===== src/rtl/vga_pkg.sv =====
// Shared types and default 640x480@60 timing for the VGA timing generator.
package vga_pkg;

  typedef enum logic [1:0] {SYNC, BACK, ACTIVE, FRONT} vga_phase_t;

  localparam int VGA_H_ACTIVE = 640;
  localparam int VGA_H_FRONT  = 16;
  localparam int VGA_H_SYNC   = 96;
  localparam int VGA_H_BACK   = 48;
  localparam int VGA_V_ACTIVE = 480;
  localparam int VGA_V_FRONT  = 10;
  localparam int VGA_V_SYNC   = 2;
  localparam int VGA_V_BACK   = 33;

  function automatic vga_phase_t next_phase(input vga_phase_t ph);
    case (ph)
      SYNC:    return BACK;
      BACK:    return ACTIVE;
      ACTIVE:  return FRONT;
      default: return SYNC;
    endcase
  endfunction

endpackage


===== src/rtl/vga_axis_fsm.sv =====
// One timing axis: SYNC -> BACK -> ACTIVE -> FRONT phase walker with
// registered sync/valid/address outputs computed from the next state.
//
// state  | meaning
// SYNC   | sync pulse asserted (level = POL)
// BACK   | back porch, blanked
// ACTIVE | visible region, addr counts 0..ACTIVE-1
// FRONT  | front porch, blanked; last count is the wrap point
module vga_axis_fsm #(
  parameter int ACTIVE = 640,
  parameter int FRONT  = 16,
  parameter int SYNC   = 96,
  parameter int BACK   = 48,
  parameter bit POL    = 1'b0
) (
  input  logic                        clk,
  input  logic                        reset,
  input  logic                        advance,
  output logic                        sync,
  output logic                        addr_valid,
  output logic [$clog2(ACTIVE)-1:0]   addr,
  output vga_pkg::vga_phase_t         phase,
  output logic                        at_wrap
);

  localparam int MAX_AB  = (ACTIVE > BACK) ? ACTIVE : BACK;
  localparam int MAX_FS  = (FRONT > SYNC) ? FRONT : SYNC;
  localparam int MAX_LEN = (MAX_AB > MAX_FS) ? MAX_AB : MAX_FS;
  localparam int CW      = (MAX_LEN > 1) ? $clog2(MAX_LEN) : 1;
  localparam int AW      = $clog2(ACTIVE);

  localparam logic [CW-1:0] SYNC_LAST   = CW'(SYNC - 1);
  localparam logic [CW-1:0] BACK_LAST   = CW'(BACK - 1);
  localparam logic [CW-1:0] ACTIVE_LAST = CW'(ACTIVE - 1);
  localparam logic [CW-1:0] FRONT_LAST  = CW'(FRONT - 1);

  if (ACTIVE < 1 || FRONT < 1 || SYNC < 1 || BACK < 1) begin : g_bad_phase_len
    $error("vga_axis_fsm: every phase length must be at least 1");
  end

  vga_pkg::vga_phase_t phase_q, phase_d;
  logic [CW-1:0]       cnt_q, cnt_d;
  logic [CW-1:0]       phase_last;
  logic                sync_q, sync_d;
  logic                addr_valid_q, addr_valid_d;
  logic [AW-1:0]       addr_q, addr_d;

  always_comb begin
    case (phase_q)
      vga_pkg::SYNC:   phase_last = SYNC_LAST;
      vga_pkg::BACK:   phase_last = BACK_LAST;
      vga_pkg::ACTIVE: phase_last = ACTIVE_LAST;
      default:         phase_last = FRONT_LAST;
    endcase

    phase_d = phase_q;
    cnt_d   = cnt_q;
    if (advance) begin
      if (cnt_q == phase_last) begin
        phase_d = vga_pkg::next_phase(phase_q);
        cnt_d   = '0;
      end else begin
        cnt_d = cnt_q + 1'b1;
      end
    end

    // Outputs come from the next state so they line up with the phase flops.
    sync_d       = (phase_d == vga_pkg::SYNC) ? POL : ~POL;
    addr_valid_d = (phase_d == vga_pkg::ACTIVE);
    addr_d       = addr_valid_d ? cnt_d[AW-1:0] : '0;
  end

  always_ff @(posedge clk or posedge reset) begin
    if (reset) begin
      phase_q      <= vga_pkg::FRONT;
      cnt_q        <= FRONT_LAST;
      sync_q       <= ~POL;
      addr_valid_q <= 1'b0;
      addr_q       <= '0;
    end else begin
      phase_q      <= phase_d;
      cnt_q        <= cnt_d;
      sync_q       <= sync_d;
      addr_valid_q <= addr_valid_d;
      addr_q       <= addr_d;
    end
  end

  assign sync       = sync_q;
  assign addr_valid = addr_valid_q;
  assign addr       = addr_q;
  assign phase      = phase_q;
  assign at_wrap    = (phase_q == vga_pkg::FRONT) && (cnt_q == FRONT_LAST);

endmodule


===== src/rtl/vga_timing_gen.sv =====
// VGA timing generator: horizontal axis steps per enabled pixel clock,
// vertical axis steps on each horizontal wrap.
module vga_timing_gen
  import vga_pkg::*;
#(
  parameter int H_ACTIVE = VGA_H_ACTIVE,
  parameter int H_FRONT  = VGA_H_FRONT,
  parameter int H_SYNC   = VGA_H_SYNC,
  parameter int H_BACK   = VGA_H_BACK,
  parameter int V_ACTIVE = VGA_V_ACTIVE,
  parameter int V_FRONT  = VGA_V_FRONT,
  parameter int V_SYNC   = VGA_V_SYNC,
  parameter int V_BACK   = VGA_V_BACK,
  parameter bit HS_POL   = 1'b0,
  parameter bit VS_POL   = 1'b0
) (
  input  logic                          clk,
  input  logic                          reset,
  input  logic                          enable,
  output logic                          vga_hs,
  output logic                          vga_vs,
  output logic                          addr_x_valid,
  output logic [$clog2(H_ACTIVE)-1:0]   addr_x,
  output logic                          addr_y_valid,
  output logic [$clog2(V_ACTIVE)-1:0]   addr_y,
  output logic                          pixel_valid,
  output logic                          line_start,
  output logic                          frame_start
);

  vga_phase_t h_phase, v_phase;
  logic       h_at_wrap, v_at_wrap;
  logic       v_advance;
  logic       line_start_q, line_start_d;
  logic       frame_start_q, frame_start_d;
  logic       unused_phases;

  assign v_advance = enable & h_at_wrap;

  vga_axis_fsm #(
    .ACTIVE(H_ACTIVE), .FRONT(H_FRONT), .SYNC(H_SYNC), .BACK(H_BACK), .POL(HS_POL)
  ) u_h_axis (
    .clk        (clk),
    .reset      (reset),
    .advance    (enable),
    .sync       (vga_hs),
    .addr_valid (addr_x_valid),
    .addr       (addr_x),
    .phase      (h_phase),
    .at_wrap    (h_at_wrap)
  );

  vga_axis_fsm #(
    .ACTIVE(V_ACTIVE), .FRONT(V_FRONT), .SYNC(V_SYNC), .BACK(V_BACK), .POL(VS_POL)
  ) u_v_axis (
    .clk        (clk),
    .reset      (reset),
    .advance    (v_advance),
    .sync       (vga_vs),
    .addr_valid (addr_y_valid),
    .addr       (addr_y),
    .phase      (v_phase),
    .at_wrap    (v_at_wrap)
  );

  // A wrap always lands in SYNC count 0, so the wrap flags mark line/frame starts.
  always_comb begin
    line_start_d  = enable ? h_at_wrap : line_start_q;
    frame_start_d = enable ? (h_at_wrap & v_at_wrap) : frame_start_q;
  end

  always_ff @(posedge clk or posedge reset) begin
    if (reset) begin
      line_start_q  <= 1'b0;
      frame_start_q <= 1'b0;
    end else begin
      line_start_q  <= line_start_d;
      frame_start_q <= frame_start_d;
    end
  end

  assign line_start    = line_start_q;
  assign frame_start   = frame_start_q;
  assign pixel_valid   = addr_x_valid & addr_y_valid;
  assign unused_phases = ^{h_phase, v_phase};

endmodule


===== config.mk =====
export PLATFORM = sky130hd
export DESIGN_NAME = vga_timing_gen
export DESIGN_NICKNAME = d
export VERILOG_FILES = /design/src/rtl/vga_pkg.sv /design/src/rtl/vga_axis_fsm.sv /design/src/rtl/vga_timing_gen.sv
export SDC_FILE = /design/constraint.sdc
export NUM_CORES = 1
export LEC_CHECK = 0
export BUFFER_PORTS_ARGS = -buffer_cell sky130_fd_sc_hd__buf_2
export CORE_ASPECT_RATIO = 1.5
export CORE_UTILIZATION = 49
export DETAILED_ROUTE_END_ITERATION = 16
export HOLD_SLACK_MARGIN = 0.1
export PLACE_DENSITY = 0.78
export SLEW_MARGIN = 30
export SYNTH_ARGS = -nofsm -noshare
export SYNTH_HDL_FRONTEND = slang
export SYNTH_SLANG_ARGS = --single-unit

===== constraint.sdc =====
create_clock -name clk -period 2.2 [get_ports clk]
set_input_delay 0.22 -clock clk [delete_from_list [all_inputs] [get_ports clk]]
set_output_delay 0.22 -clock clk [all_outputs]
set_load 0.05 [all_outputs]

==> flow_summary.rst, run 1 <==
.. list-table::
   :header-rows: 1

   * - Metric
     - Value
   * - Max_cap viols
     - 0
   * - Final HPWL from detailed placement
     - 3.17 mm
   * - Share of the synthesized area in the top cell type
     - 37.5%
   * - Initial core utilization
     - 52.1%
   * - 1st-pass router iterations
     - 4
   * - Global-route wire length before repair
     - 7.46 mm
   * - Antenna violation net count after detailed routing
     - 0
   * - Final instance area
     - 2770 um^2
   * - Data arrival time at the worst-slack endpoint
     - around 2300 ps
   * - DP Worst Slack
     - 31.4 ps
   * - Synth unique cells
     - 48
   * - Number of buffers inserted by port buffering
     - 28
   * - Measured slew at the worst slew-check pin
     - 575 ps
   * - Hold Path Cell Cnt
     - 2
   * - Commonest cells in the netlist
     - dfrtp_1, nand2_1, nor2_1
   * - Synthesized area per cell
     - around 11 um^2
   * - Power spent charging and discharging nets
     - approximately 0.65 mW
   * - Total DRC errors in the routed layout
     - 0
   * - Number of slew-limit violations in the final report
     - 0
   * - Fill cell total of the finished layout
     - 404
   * - Average wire length per cell after detail routing
     - 14.5 um
   * - Synth warnings
     - 0
   * - Synth Register Bits
     - 48
   * - Number of global-route vias before repair
     - ~1600
   * - Switching power share of the total
     - 30.2%
   * - Global-route total usage across every layer
     - ~19%
   * - Via density
     - 5.50
   * - Cell types occupying the most area after synthesis
     - dfrtp_1, dfstp_2, ha_1
   * - Cell count after synthesis
     - approximately 220
   * - Sequential share of the synthesized area
     - between 50% and 60%
   * - Sequential cell fraction of total power
     - between 50 and 60%
   * - End of the worst register-to-register path
     - u_v_axis.addr[7]
   * - Worst setup margin
     - around 83 ps
   * - Placeable core region
     - 4620 um^2
   * - Via count
     - 1733
   * - Largest voltage drop on the vdd net
     - 0.562 mV
   * - Clock tree skew after final layout
     - a little over 10 ps
   * - FF-to-FF setup slack
     - roughly 83 ps
   * - Unrepaired setup endpoints after global routing
     - no
   * - Diodes inserted
     - 0
   * - Clock latency on the worst-skew pair
     - around 300 ps
   * - Total Wirelength
     - 4.58 mm
   * - Maximum buffer depth of the clock tree
     - 2
   * - Root buffer cell
     - clkbuf_8
   * - Final weighted congestion in routability-driven placement
     - 0.882
   * - Worst Hold Class
     - in2reg
   * - FFs w/ async S/R, synth
     - 100%
   * - Top-level port count
     - 29
   * - Maximum fanout count along the critical path
     - 8
   * - Leakage power
     - 1.31 nW
   * - Part of the total power dissipated in the clock network
     - 29.5%
   * - Netlist area before placement
     - roughly 2400 um^2
   * - Cell type with the highest aggregate area in the netlist
     - dfrtp_1
   * - Clock period minus final worst setup slack
     - 2120 ps
   * - Fraction of layout cells with a size suffix above 1
     - 29.1%
   * - Floorplan die area
     - 5200 um^2
   * - Cell area power density
     - 776 nW/um^2
   * - CTS sink count
     - 48
   * - Number of antenna violations at the first check in global routing
     - 0
   * - Beginning of the worst hold path
     - enable
   * - Core Rows
     - 30
   * - Global-route congestion overflow total
     - 0
   * - EDFF count, synth
     - 0
   * - Post-detailed-placement cell area
     - 2600 um^2
   * - Synth-to-layout area growth
     - 15.0%
   * - Max-Slew Margin vs Limit
     - between 60% and 70%
   * - Cell count of the worst reg-to-reg path
     - 7
   * - Endpoint type of the worst setup path
     - flip-flop
   * - Most used flip-flop cell after synthesis
     - dfrtp_1
   * - Maximum number of pins on one net before global-route repair
     - between 40 and 50
   * - Sum of negative setup slack
     - 0 ps
   * - Count of final hold-check violations
     - 0
   * - Portion of the clock cycle consumed by the worst path in the final layout
     - 96.2%
   * - Most numerous cell in the Yosys netlist
     - dfrtp_1
   * - Result of the run
     - complete, no violations
   * - Post-synth net total
     - 231
   * - Inserted Clock Buffers
     - 5
   * - Internal power of the cells
     - 1.50 mW
   * - Combinational fraction of design power
     - between 10% and 20%
   * - Vertical die dimension
     - a little under 90 um
   * - Clock tree from TritonCTS
     - yes
   * - Layout net count
     - between 200 and 300
   * - Drt first-iter violations
     - 43
   * - Critical setup path kind
     - reg2reg
   * - CP Data Required Time
     - 2370 ps
   * - Maximum frequency from static timing analysis
     - 472 MHz
   * - Reg-to-reg critical path startpoint
     - u_v_axis.phase[0]
   * - DIE WIDTH
     - between 50 and 60 um
   * - Reg clk slew, reported paths
     - roughly 90 ps
   * - Final number of setup-violating endpoints
     - 0
   * - CTS H-Tree Depth
     - 2
   * - Kind of start point of the critical path
     - flip-flop
   * - Worst Hold End
     - line_start
worst max-delay path by stage:
| stage | from | to | slack (ps) |
|---|---|---|---|
| floorplan | u_v_axis.phase[0] | u_v_axis.phase[1] | 190 |
| global placement | u_v_axis.phase[0] | u_v_axis.sync | 110 |
| detailed placement | u_v_axis.phase[0] | u_v_axis.addr_valid | 30 |
| CTS | u_v_axis.phase[0] | u_v_axis.addr[2] | 20 |
| global route | u_v_axis.phase[0] | u_v_axis.addr[7] | 5 |
| finish | u_v_axis.phase[0] | u_v_axis.addr[7] | 80 |
placed cells by master (no fill, tap or decap), types with 7 or more instances in the layout:
cell type and instances:
dfrtp_1 36, buf_2 28, nand2_1 20, nor2_1 15
nor3_1 14, dfstp_2 12, inv_1 10, mux2i_1 9
ha_1 9, nand3_1 8, xnor2_1 7
cell families (layout without fill, tap and decap cells):
logic type | count (synthesis) | after routing | synth area share, %
compound gates | 30 | 30 | 9.58
xor+xnor | 12 | 12 | 4.37
fa+ha+maj | 10 | 10 | 5.21
buf+inv | 21 | 54 | 4.11
flops | 48 | 48 | 50.6
mux | 11 | 11 | 4.84
simple gates | 86 | 86 | 21.3
sequential cells by signal (all words and copies together), names as in the netlist:
signal               flops
u_h_axis.addr           10
u_h_axis.cnt_q          10
u_v_axis.addr            9
u_v_axis.cnt_q           9
u_h_axis.phase           2
u_v_axis.phase           2
frame_start              1
line_start               1
u_h_axis.addr_valid      1
u_h_axis.sync            1
u_v_axis.addr_valid      1
u_v_axis.sync            1
metrics by stage:
stage / util, % / instances / hold WS [ps] / total power [mW]
3_5_place_dp: 56.4 / 305 / 404 / 1.52
2_1_floorplan: - / 218 / 497 / 1.44
5_1_grt: 59.9 / 315 / 257 / 2.26
3_3_place_gp: 56.4 / 305 / 393 / 1.50
4_1_cts: 59.5 / 315 / 232 / 2.16
6_report: 59.9 / 315 / 241 / 2.15
power by group through the flow:
stage | Sequential [mW] | Combinational (mW) | Clock [mW]
finish | 1.12 | 0.395 | 0.634
global route | 1.13 | 0.449 | 0.674
CTS | 1.12 | 0.396 | 0.646
detailed placement | 1.13 | 0.387 | 0
global placement | 1.13 | 0.377 | 0
floorplan | 1.12 | 0.319 | 0
what timing repair did:
| action | CTS | global route |
|---|---|---|
| buffers inserted | 1 | 0 |
| pin swaps | 1 | 0 |
| gates resized for setup | 0 | 4 |
| hold buffers | 1 | 0 |
| setup endpoints to repair | 1 | 17 |
| hold endpoints to repair | 36 | 0 |
area by class of cell:
| cell class | instances | area, um^2 | area share (%) |
|---|---|---|---|
| sequential | 48 | 1220 | 44.0 |
| multi-input combinational | 149 | 1110 | 40.1 |
| clock inverter | 3 | 42.5 | 1.54 |
| timing repair buffer | 35 | 208 | 7.51 |
| inverter | 11 | 41.3 | 1.49 |
| clock buffer | 5 | 68.8 | 2.49 |
| tap | 64 | 80.1 | 2.90 |
metal layers:
metal / GRT usage (%) / wire, um / up-vias
met3: 3.84 / 166 / 11
met2: 34.3 / 2470 / 40
li1: - / - / 837
met4: 9.52 / 148 / 0
met5: 0 / 0 / -
met1: 21.3 / 1790 / 845
worst max-delay path, cell delays in order, from the launching register on:
cell and delay (ps):
dfstp_2 580, inv_1 90, ha_2 240, nor4_2 300, o22ai_2 170, buf_4 210
o221ai_1 280, a21oi_1 120
Power figures use the tool's default switching activity.
==> run 2: changes to the inputs <==
--- a/config.mk
+++ b/config.mk
@@ -6,11 +6,12 @@
 export NUM_CORES = 1
 export LEC_CHECK = 0
 export BUFFER_PORTS_ARGS = -buffer_cell sky130_fd_sc_hd__buf_2
+export CAP_MARGIN = 20
 export CORE_ASPECT_RATIO = 1.5
-export CORE_UTILIZATION = 49
+export CORE_UTILIZATION = 28
 export DETAILED_ROUTE_END_ITERATION = 16
 export HOLD_SLACK_MARGIN = 0.1
-export PLACE_DENSITY = 0.78
+export PLACE_DENSITY = 0.53
 export SLEW_MARGIN = 30
 export SYNTH_ARGS = -nofsm -noshare
 export SYNTH_HDL_FRONTEND = slang
==> flow_summary.rst, run 2 (synthesis results as in run 1) <==
.. list-table::
   :header-rows: 1

   * - Metric
     - Value
   * - Result of the run
     - complete, no violations (unchanged)
   * - Worst Hold Class
     - in2reg (unchanged)
   * - Layout net count
     - 262 (was 263)
   * - Fill cell total of the finished layout
     - 845 (was 404)
   * - Leading cell types in the layout, fill and taps excluded
     - dfrtp_1, buf_2, nand2_1 (unchanged)
   * - Data arrival time at the worst-slack endpoint
     - 2290 ps (about the same)
   * - Fraction of layout cells with a size suffix above 1
     - 28.8% (was 29.1%)
   * - Floorplan die area
     - 8970 um^2 (was 5200 um^2)
   * - Total Wirelength
     - 4.94 mm (was 4.58 mm)
   * - Clock latency on the worst-skew pair
     - 280 ps (was 300 ps)
   * - CTS H-Tree Depth
     - 2 (unchanged)
   * - Leakage power
     - 1.34 nW (was 1.31 nW)
   * - Cell at the slowest stage of the critical path
     - dfstp_2 (unchanged)
   * - Top-level port count
     - 29 (unchanged)
   * - Clock tree from TritonCTS
     - yes (unchanged)
   * - Via count
     - 1727 (was 1733)
   * - Final weighted congestion in routability-driven placement
     - 0.772 (was 0.882)
   * - Reg clk slew, reported paths
     - 60 ps (was 90 ps)
   * - Unrepaired setup endpoints after global routing
     - no (unchanged)
   * - CP Data Required Time
     - 2400 ps (was 2370 ps)
   * - Clock tree skew after final layout
     - 5.18 ps (was 10.1 ps)
   * - Endpoint type of the worst setup path
     - flip-flop (unchanged)
   * - Cells along the critical path
     - inv_1 -> ha_1 -> xnor2_2 -> o211ai_2 -> or3_1 -> a21boi_2 (was inv_1 -> ha_2 -> nor4_2 -> o22ai_2 -> buf_4 -> o221ai_1 -> a21oi_1)
   * - Number of post-CTS setup repair buffers
     - 0 (was 1)
   * - Global-route total usage across every layer
     - 12.0% (was 19.3%)
   * - Maximum number of pins on one net before global-route repair
     - 49 (unchanged)
   * - Clock period minus final worst setup slack
     - 2090 ps (was 2120 ps)
   * - 1st-pass router iterations
     - 6 (was 4)
   * - Maximum fanout count along the critical path
     - 5 (was 8)
   * - Critical setup path kind
     - reg2reg (unchanged)
   * - Portion of the clock cycle consumed by the worst path in the final layout
     - 95.0% (was 96.2%)
   * - Via density
     - 4.84 (was 5.50)
   * - Max-Slew Margin vs Limit
     - 73.2% (was 61.7%)
   * - Maximum frequency from static timing analysis
     - 479 MHz (was 472 MHz)
   * - Antenna violation net count after detailed routing
     - 0 (unchanged)
   * - Number of global-route vias before repair
     - 1761 (was 1611)
   * - Number of slew-limit violations in the final report
     - 0 (unchanged)
   * - Final HPWL from detailed placement
     - 3.61 mm (was 3.17 mm)
   * - Root buffer cell
     - clkbuf_16 (was clkbuf_8)
   * - DIE WIDTH
     - 77.7 um (was 59.2 um)
   * - Total DRC errors in the routed layout
     - 0 (unchanged)
   * - Inserted Clock Buffers
     - 5 (unchanged)
   * - Max_cap viols
     - 0 (unchanged)
   * - Placeable core region
     - 8360 um^2 (was 4620 um^2)
   * - Cell total after placement
     - 348 (was 305)
   * - Category of cells accounting for the largest share of critical-path delay
     - flip-flops (unchanged)
   * - Global-route congestion overflow total
     - 0 (unchanged)
   * - Drt first-iter violations
     - 55 (was 43)
   * - Multi-input gate area in the final layout
     - 1120 um^2 (was 1110 um^2)
   * - Number of antenna violations at the first check in global routing
     - 0 (unchanged)
   * - Vertical die dimension
     - 115 um (was 87.8 um)
   * - Number of buffers inserted by port buffering
     - 28 (unchanged)
   * - Final Util
     - 34.4% (was 59.9%)
   * - Final instance area
     - 2880 um^2 (was 2770 um^2)
   * - Diodes inserted
     - 0 (unchanged)
   * - Most common cell after layout, fill and taps aside
     - dfrtp_1 (unchanged)
   * - Synth-to-layout area growth
     - 19.7% (was 15.0%)
   * - Kind of start point of the critical path
     - flip-flop (unchanged)
   * - Final number of setup-violating endpoints
     - 0 (unchanged)
   * - Combined buffer and inverter count along the critical path
     - 1 (was 2)
   * - Maximum buffer depth of the clock tree
     - 2 (unchanged)
   * - Cell area power density
     - 826 nW/um^2 (was 776 nW/um^2)
   * - Measured slew at the worst slew-check pin
     - 401 ps (was 575 ps)
   * - Stage delay of the slowest cell on the critical path
     - 570 ps (was 580 ps)
   * - Final Instance Count excl. Fillers
     - 357 (was 315)
   * - Post-detailed-placement cell area
     - 2670 um^2 (was 2600 um^2)
   * - Average wire length per cell after detail routing
     - 13.8 um (was 14.5 um)
   * - Power consumption
     - 2.38 mW (was 2.15 mW)
   * - Count of final hold-check violations
     - 0 (unchanged)
   * - Global-route wire length before repair
     - 8.29 mm (was 7.46 mm)
   * - Core Rows
     - 41 (was 30)
   * - Largest voltage drop on the vdd net
     - 0.327 mV (was 0.562 mV)
   * - Initial core utilization
     - 28.7% (was 52.1%)
   * - CTS sink count
     - 48 (unchanged)
   * - FF+latch area
     - 1220 um^2 (unchanged)
   * - Sum of negative setup slack
     - 0 ps (unchanged)
run 2: path summary, 6_finish.rpt:
kind,depth (start not counted),to,startpoint,slack [ps]
min in group asynchronous,4,u_h_axis.addr[9],reset,510
max in group asynchronous,4,u_v_axis.phase[0],reset,1410
hold / removal,2,line_start,enable,270
setup reg to reg,6,u_h_axis.addr[2],u_h_axis.phase[0],110
setup / recovery,6,u_h_axis.addr[2],u_h_axis.phase[0],110
hold reg to reg,2,frame_start,frame_start,530
run 2: what timing repair did:
action | in CTS | in global routing
endpoints found under the hold margin | 36 | 0
hold buffers | 1 | 0
gates resized for setup | 0 | 6
setup endpoints to repair | 0 | 21
run 2: layout make-up:
| class | instances | area share [%] |
|---|---|---|
| multi-input cells | 149 | 38.9 |
| flip-flops and latches | 48 | 42.3 |
| well taps | 107 | 4.65 |
| clock buffers | 6 | 4.48 |
| clock inverters | 2 | 1.22 |
| inverters | 11 | 1.43 |
| repair buffers | 34 | 7.09 |
run 2: where the power goes:
group | switching, mW | leakage (nW) | total (mW) | internal (mW)
logic | 0.238 | 0.662 | 0.411 | 0.173
clock network | 0.312 | 0.0808 | 0.847 | 0.535
registers | 0.115 | 0.595 | 1.12 | 1.00
total | 0.665 | 1.34 | 2.38 | 1.71
run 2: metal layers:
| layer | vias up | routed length [um] | GRT usage [%] |
|---|---|---|---|
| met5 | - | 0 | 0 |
| met4 | 0 | 116 | 5.79 |
| met3 | 11 | 115 | 2.20 |
| met2 | 32 | 2850 | 23.7 |
| met1 | 853 | 1860 | 11.8 |
| li1 | 831 | - | - |
run 2: metrics by stage:
| step | worst slack [ps] | hold slack (ps) |
|---|---|---|
| after floorplan | 193 | 497 |
| after global placement | 125 | 278 |
| after detailed placement | 66.5 | 281 |
| after CTS | 41.5 | 272 |
| after global routing | 3.95 | 288 |
| final | 111 | 268 |
